[src/rtl/gate_drv_pkg.sv]
// Shared types and width helpers for the gate_drv bridge gate-drive stage.
// The state encoding and default counter sizes are shared by the RTL and its bench.
package gate_drv_pkg;

  typedef enum logic [2:0] {
    ST_IDLE    = 3'd0,
    ST_ARM     = 3'd1,
    ST_DEAD    = 3'd2,
    ST_CONDUCT = 3'd3,
    ST_FAULT   = 3'd4
  } state_t;

  localparam int DEAD_MAX_DEF = 255;
  localparam int HALF_MAX_DEF = 4095;

  // Bits needed to hold every value from 0 up to max_val inclusive.
  function automatic int cnt_width(input int max_val);
    return $clog2(max_val + 1);
  endfunction

  localparam int DEAD_W_DEF = cnt_width(DEAD_MAX_DEF);
  localparam int HALF_W_DEF = cnt_width(HALF_MAX_DEF);

endpackage

[src/rtl/gate_drv_sync.sv]
// gate_drv_sync: WIDTH-bit two-flop synchroniser with asynchronous active-high reset.
// Each bit is synchronised independently; no coherency between bits is implied.
module gate_drv_sync #(
  parameter int WIDTH = 2
) (
  input  logic             clk,
  input  logic             rst,
  input  logic [WIDTH-1:0] d,
  output logic [WIDTH-1:0] q
);

  logic [WIDTH-1:0] meta_q;
  logic [WIDTH-1:0] sync_q;

  always_ff @(posedge clk or posedge rst) begin
    if (rst) begin
      meta_q <= '0;
      sync_q <= '0;
    end else begin
      meta_q <= d;
      sync_q <= meta_q;
    end
  end

  assign q = sync_q;

endmodule

[src/rtl/gate_drv.sv]
// gate_drv: bridge gate-drive FSM producing non-overlapping diagonal gate commands with dead time.
// Define GATE_DRV_OCD_LATCH_EN to make FAULT sticky until rst.
module gate_drv
  import gate_drv_pkg::*;
#(
  parameter  int DEAD_MAX = DEAD_MAX_DEF,
  parameter  int HALF_MAX = HALF_MAX_DEF,
  localparam int DW       = cnt_width(DEAD_MAX),
  localparam int HW       = cnt_width(HALF_MAX)
) (
  input  logic          clk,
  input  logic          rst,
  input  logic          sgn_pre,
  input  logic          en,
  input  logic          ocd,
  input  logic [DW-1:0] dead,
  input  logic [HW-1:0] on_max,
  output logic          gate_p,
  output logic          gate_n,
  output logic          active,
  output logic          fault
);

  localparam logic [HW-1:0] HALF_SAT = HW'(HALF_MAX);

  logic [1:0] sync_out;
  logic       en_s;
  logic       ocd_s;

  gate_drv_sync #(.WIDTH(2)) u_sync (
    .clk (clk),
    .rst (rst),
    .d   ({en, ocd}),
    .q   (sync_out)
  );

  assign en_s  = sync_out[1];
  assign ocd_s = sync_out[0];

  state_t        state_q,    state_d;
  logic          sgn_prev_q, sgn_prev_d;
  logic          en_prev_q,  en_prev_d;
  logic [DW-1:0] dcnt_q,     dcnt_d;
  logic [HW-1:0] half_cnt_q, half_cnt_d;
  logic          gate_p_q,   gate_p_d;
  logic          gate_n_q,   gate_n_d;
  logic          active_q,   active_d;
  logic          fault_q,    fault_d;

  logic          sgn_edge;
  logic          en_rise;
  logic [HW:0]   half_inc;
  logic          stop_burst;
  logic          load_gate;

  assign sgn_edge   = sgn_pre ^ sgn_prev_q;
  assign en_rise    = en_s & ~en_prev_q;
  assign half_inc   = {1'b0, half_cnt_q} + {{HW{1'b0}}, 1'b1};
  // The extra bit in half_inc keeps the limit compare correct when on_max equals HALF_MAX.
  assign stop_burst = ~en_s | ((on_max != '0) && (half_inc >= {1'b0, on_max}));

  always_comb begin
    state_d    = state_q;
    dcnt_d     = dcnt_q;
    half_cnt_d = half_cnt_q;
    load_gate  = 1'b0;
    sgn_prev_d = sgn_pre;
    en_prev_d  = en_s;

    if (ocd_s) begin
      state_d = ST_FAULT;
    end else begin
      case (state_q)
        ST_IDLE: begin
          if (en_rise) begin
            state_d = ST_ARM;
          end
        end

        ST_ARM: begin
          if (!en_s) begin
            state_d = ST_IDLE;
          end else if (sgn_edge) begin
            half_cnt_d = '0;
            dcnt_d     = dead;
            if (dead == '0) begin
              state_d   = ST_CONDUCT;
              load_gate = 1'b1;
            end else begin
              state_d = ST_DEAD;
            end
          end
        end

        ST_DEAD, ST_CONDUCT: begin
          // Bursts only ever stop or turn around at a feedback zero crossing.
          if (sgn_edge) begin
            half_cnt_d = (half_cnt_q == HALF_SAT) ? half_cnt_q : half_inc[HW-1:0];
            if (stop_burst) begin
              state_d = ST_IDLE;
            end else begin
              dcnt_d = dead;
              if (dead == '0) begin
                state_d   = ST_CONDUCT;
                load_gate = 1'b1;
              end else begin
                state_d = ST_DEAD;
              end
            end
          end else if (state_q == ST_DEAD) begin
            if (dcnt_q <= DW'(1)) begin
              state_d   = ST_CONDUCT;
              load_gate = 1'b1;
              dcnt_d    = '0;
            end else begin
              dcnt_d = dcnt_q - DW'(1);
            end
          end
        end

        ST_FAULT: begin
`ifdef GATE_DRV_OCD_LATCH_EN
          state_d = ST_FAULT;
`else
          if (!en_s) begin
            state_d = ST_IDLE;
          end
`endif
        end

        default: begin
          state_d = ST_IDLE;
        end
      endcase
    end
  end

  // Gate polarity is captured only on entry to CONDUCT, so the pair stays complementary.
  always_comb begin
    gate_p_d = 1'b0;
    gate_n_d = 1'b0;
    if (state_d == ST_CONDUCT) begin
      if (load_gate) begin
        gate_p_d = sgn_pre;
        gate_n_d = ~sgn_pre;
      end else begin
        gate_p_d = gate_p_q;
        gate_n_d = gate_n_q;
      end
    end
    active_d = (state_d == ST_DEAD) || (state_d == ST_CONDUCT);
    fault_d  = (state_d == ST_FAULT);
  end

  always_ff @(posedge clk or posedge rst) begin
    if (rst) begin
      state_q    <= ST_IDLE;
      sgn_prev_q <= 1'b0;
      en_prev_q  <= 1'b0;
      dcnt_q     <= '0;
      half_cnt_q <= '0;
      gate_p_q   <= 1'b0;
      gate_n_q   <= 1'b0;
      active_q   <= 1'b0;
      fault_q    <= 1'b0;
    end else begin
      state_q    <= state_d;
      sgn_prev_q <= sgn_prev_d;
      en_prev_q  <= en_prev_d;
      dcnt_q     <= dcnt_d;
      half_cnt_q <= half_cnt_d;
      gate_p_q   <= gate_p_d;
      gate_n_q   <= gate_n_d;
      active_q   <= active_d;
      fault_q    <= fault_d;
    end
  end

  assign gate_p = gate_p_q;
  assign gate_n = gate_n_q;
  assign active = active_q;
  assign fault  = fault_q;

endmodule

[config.mk]
export PLATFORM = sky130hd
export DESIGN_NAME = gate_drv
export DESIGN_NICKNAME = d
export VERILOG_FILES = /design/src/rtl/gate_drv_pkg.sv /design/src/rtl/gate_drv_sync.sv /design/src/rtl/gate_drv.sv
export SDC_FILE = /design/constraint.sdc
export NUM_CORES = 1
export LEC_CHECK = 0
export CAP_MARGIN = 20
export CORE_UTILIZATION = 55
export DETAILED_ROUTE_END_ITERATION = 16
export GPL_TIMING_DRIVEN = 0
export PLACE_DENSITY = 0.78
export SLEW_MARGIN = 5
export SYNTH_ARGS = -nofsm -noshare
export SYNTH_HDL_FRONTEND = slang
export SYNTH_SLANG_ARGS = --single-unit
[constraint.sdc]
create_clock -name clk -period 4 [get_ports clk]
set_clock_uncertainty 0.1 [all_clocks]
set_input_delay 0.8 -clock clk [delete_from_list [all_inputs] [get_ports clk]]
set_output_delay 0.8 -clock clk [all_outputs]
set_load 0.01 [all_outputs]
==> results.cfg <==
[outcome]
status = completed

[placed_design]
port_buffers = 28
place_hpwl_um = 3560
pre_cts_ws_ns = 0.394
globalplace.congestion = 0.802

[final_layout]
nets = 328
final-seq-area_um2 = 826
multi_input_area_um2 = 1250
drive_above_1_share = 0.0796
fill_cells = 309
syn_to_final_growth_pct = 22.1
n_antenna_cell = 0

[route]
postRouteWirelength_um = 4810
wire_per_inst_um = 14.3
vias_per_cell = 5.66
ant_nets = 0
vias = 1906
dr.pass1.iters = 4
drt_iter0_markers = 109
drc_errors = 0

[logic_synthesis]
synth_top_area_frac = 0.377
synth_cells = 252
ys_types = 45
synthesis.area_um2 = 2190
synth_fp_nets = 292
synth_edf_count = 0
ys_top_cells_by_count = nand2_1, dfrtp_1, o21ai_0, nor2_1, inv_1
yosysSeqAreaShare = 0.377
yosys.cell_count.top_type = nand2_1
ys.warnings.count = 0
synthArstFlopShare = 1.00
ys_ff_latch = 33
avgSynthCellArea_um2 = 8.69
dominantRegCellSynth = dfrtp_1
yosysTopAreaCell = dfrtp_1
ys_top_cells_by_area = dfrtp_1, ha_1, o21ai_0

[power_and_ir_drop]
power_density_nw_per_um2 = 323
power_mw = 0.862
p_leak_nw = 1.17
peakVddDrop_v = 0.000226

[setup_path]
r2r_slack_ns = 0.41
cp.arrival_ns = 3.68
slowest_stage = dfrtp_1
critical_path_class = flip-flop to flip-flop
crit_end = dcnt_q[7]
cp_max_fo = 10
r2r.worst_path.cells = 14
critPathMostFrequentCell = nand2_1
r2r-start = half_cnt_q[4]
worstSetupStartpoint = half_cnt_q[4]
r2r_end = dcnt_q[7]
cp-start-kind = flip-flop
max_stage_delay_ns = 0.47
worstPathRequired_ns = 4.09
crit_path_end_kind = flip-flop
crit_chain = nand3_1 > nor2_1 > nand2_1 > or3_1 > xnor2_1 > ha_1 > and3_1 > nor3b_1 > o31a_1 > o31ai_2 > o21ba_2 > buf_6 > mux2i_1 > nand2_1

[clocking]
cts_root_buf = clkbuf_8
htree_levels = 2
clkTransAtPathRegs_ns = 0.07
clock_sinks = 33
cts_setup_buffers = 0
cts_resized = 0
clk_latency_ns = 0.29
clockBufferDepth = 2
ctsHoldBuffers = 0
tritoncts.num_buffers = 5
cts_tree = done

[timing]
max_slew_margin = 0.471
fmax_ghz = 0.279
worst_slack_ns = 0.413
hold_ws_ns = 0.257
setup_tns_ns = 0
rsz0062_at_grt = false
report.final.slew_viol_count = 0
finalCritPeriodShare = 0.897
hold_violations = 0
setup_viol = 0
post-route-min-period_ns = 3.59
tightest_slew_ns = 0.793

[floorplanning]
dieWidth_um = 65.1
std_cell_rows = 22
start_util = 0.585
die_h_um = 65.1
core_um2 = 3740
ios = 29
dieArea_um2 = 4240

[global_route]
first_global_vias = 1867
grt_usage = 0.264
antenna_found_initial = 0
grt_pass1_wl_um = 8360
grt_max_degree = 19
grt_overflow = 0

[min_path]
hold_path_class = flip-flop to flip-flop

[run]
drv_cap = 0
==> layer usage <==
metal,part of all wire,wire [um],track usage
met1,0.45,2150,0.313
met2,0.49,2350,0.456
met3,0.044,212,0.0573
met4,0.020,94,0.122
met5,0,0,0
==> area by class of cell <==
class / instances / share of cell area
clock buffer: 5 / 0.0257
tap: 48 / 0.0225
timing repair buffer: 29 / 0.115
inverter: 17 / 0.0239
sequential: 33 / 0.309
buffer: 7 / 0.0173
clock inverter: 3 / 0.0173
multi-input combinational: 195 / 0.469
==> cell usage in the layout, fill, tap and decap left out, types with 2 or more instances in the layout <==
master           count
buf_6                2
nor2_1              20
inv_1               17
clkdlybuf4s50_1     28
xnor2_1              7
nand2_1             35
nor3b_1              3
o31ai_1              4
dfrtp_1             33
a31oi_1              2
or4_1                3
or3_1                3
nor2b_1              3
ha_1                15
o31ai_2              2
a21oi_1              8
clkbuf_8             5
nor3_1               8
xor2_1               5
a22o_1               3
o41ai_1              3
a31o_2               2
nand4_1              2
clkbuf_1             3
a22oi_1              2
and4_1               2
o31a_1               3
nand2b_1             8
nor4_1               4
nand3_1              7
o21ai_0             27
==> how the worst min path moves through the flow <==
stage,start,end,slack [ns],depth (start not counted)
3_3_place_gp,u_sync.meta_q[0],u_sync.q[0],0.23,0
3_5_place_dp,u_sync.meta_q[0],u_sync.q[0],0.24,0
4_1_cts,u_sync.meta_q[0],u_sync.q[0],0.26,0
5_1_grt,u_sync.meta_q[1],u_sync.q[1],0.27,0
6_report,u_sync.meta_q[0],u_sync.q[0],0.26,0
2_1_floorplan,u_sync.meta_q[0],u_sync.q[0],0.23,0
==> worst max-delay path: cells and delay by family, from the launching register on <==
kind	cells	cell delay [ns]
AO/OA/AOI/OAI	3	0.82
XOR/XNOR	1	0.24
adder cells (fa/ha/maj)	1	0.28
buffers and inverters	1	0.16
flip-flops	1	0.47
multiplexers	1	0.18
AND/OR/NAND/NOR	7	1.23
==> registers in the layout, summed over array words and instances, names as in the netlist, 2 cells and up <==
register and cells:
half_cnt_q 12, u_sync.meta_q 2, dcnt_q 8, state_q 3, u_sync.q 2
==> kinds of logic after synthesis <==
family | after synthesis | synth area share
XOR/XNOR | 12 | 0.0480
AND/OR/NAND/NOR | 103 | 0.241
AO/OA/AOI/OAI | 64 | 0.193
adder cells (fa/ha/maj) | 15 | 0.0857
buffers and inverters | 24 | 0.0503
multiplexers | 1 | 0.00457
flip-flops | 33 | 0.377
==> where the power goes <==
group,internal (mW),leakage [nW],total (mW),switching (mW)
registers,0.362,0.411,0.393,0.0313
clock network,0.186,0.0543,0.324,0.138
logic,0.0736,0.700,0.145,0.0712
total,0.622,1.17,0.862,0.240
==> metrics by stage <==
| step | std cells | utilization | instance area (um^2) |
|---|---|---|---|
| 4_1_cts | 337 | 0.714 | 2670 |
| 6_report | 337 | 0.714 | 2670 |
| 3_3_place_gp | 328 | 0.676 | 2530 |
| 3_5_place_dp | 329 | 0.683 | 2560 |
| 2_1_floorplan | 252 | - | 2190 |
| 5_1_grt | 337 | 0.714 | 2670 |
(Power assumes the default switching activity.)
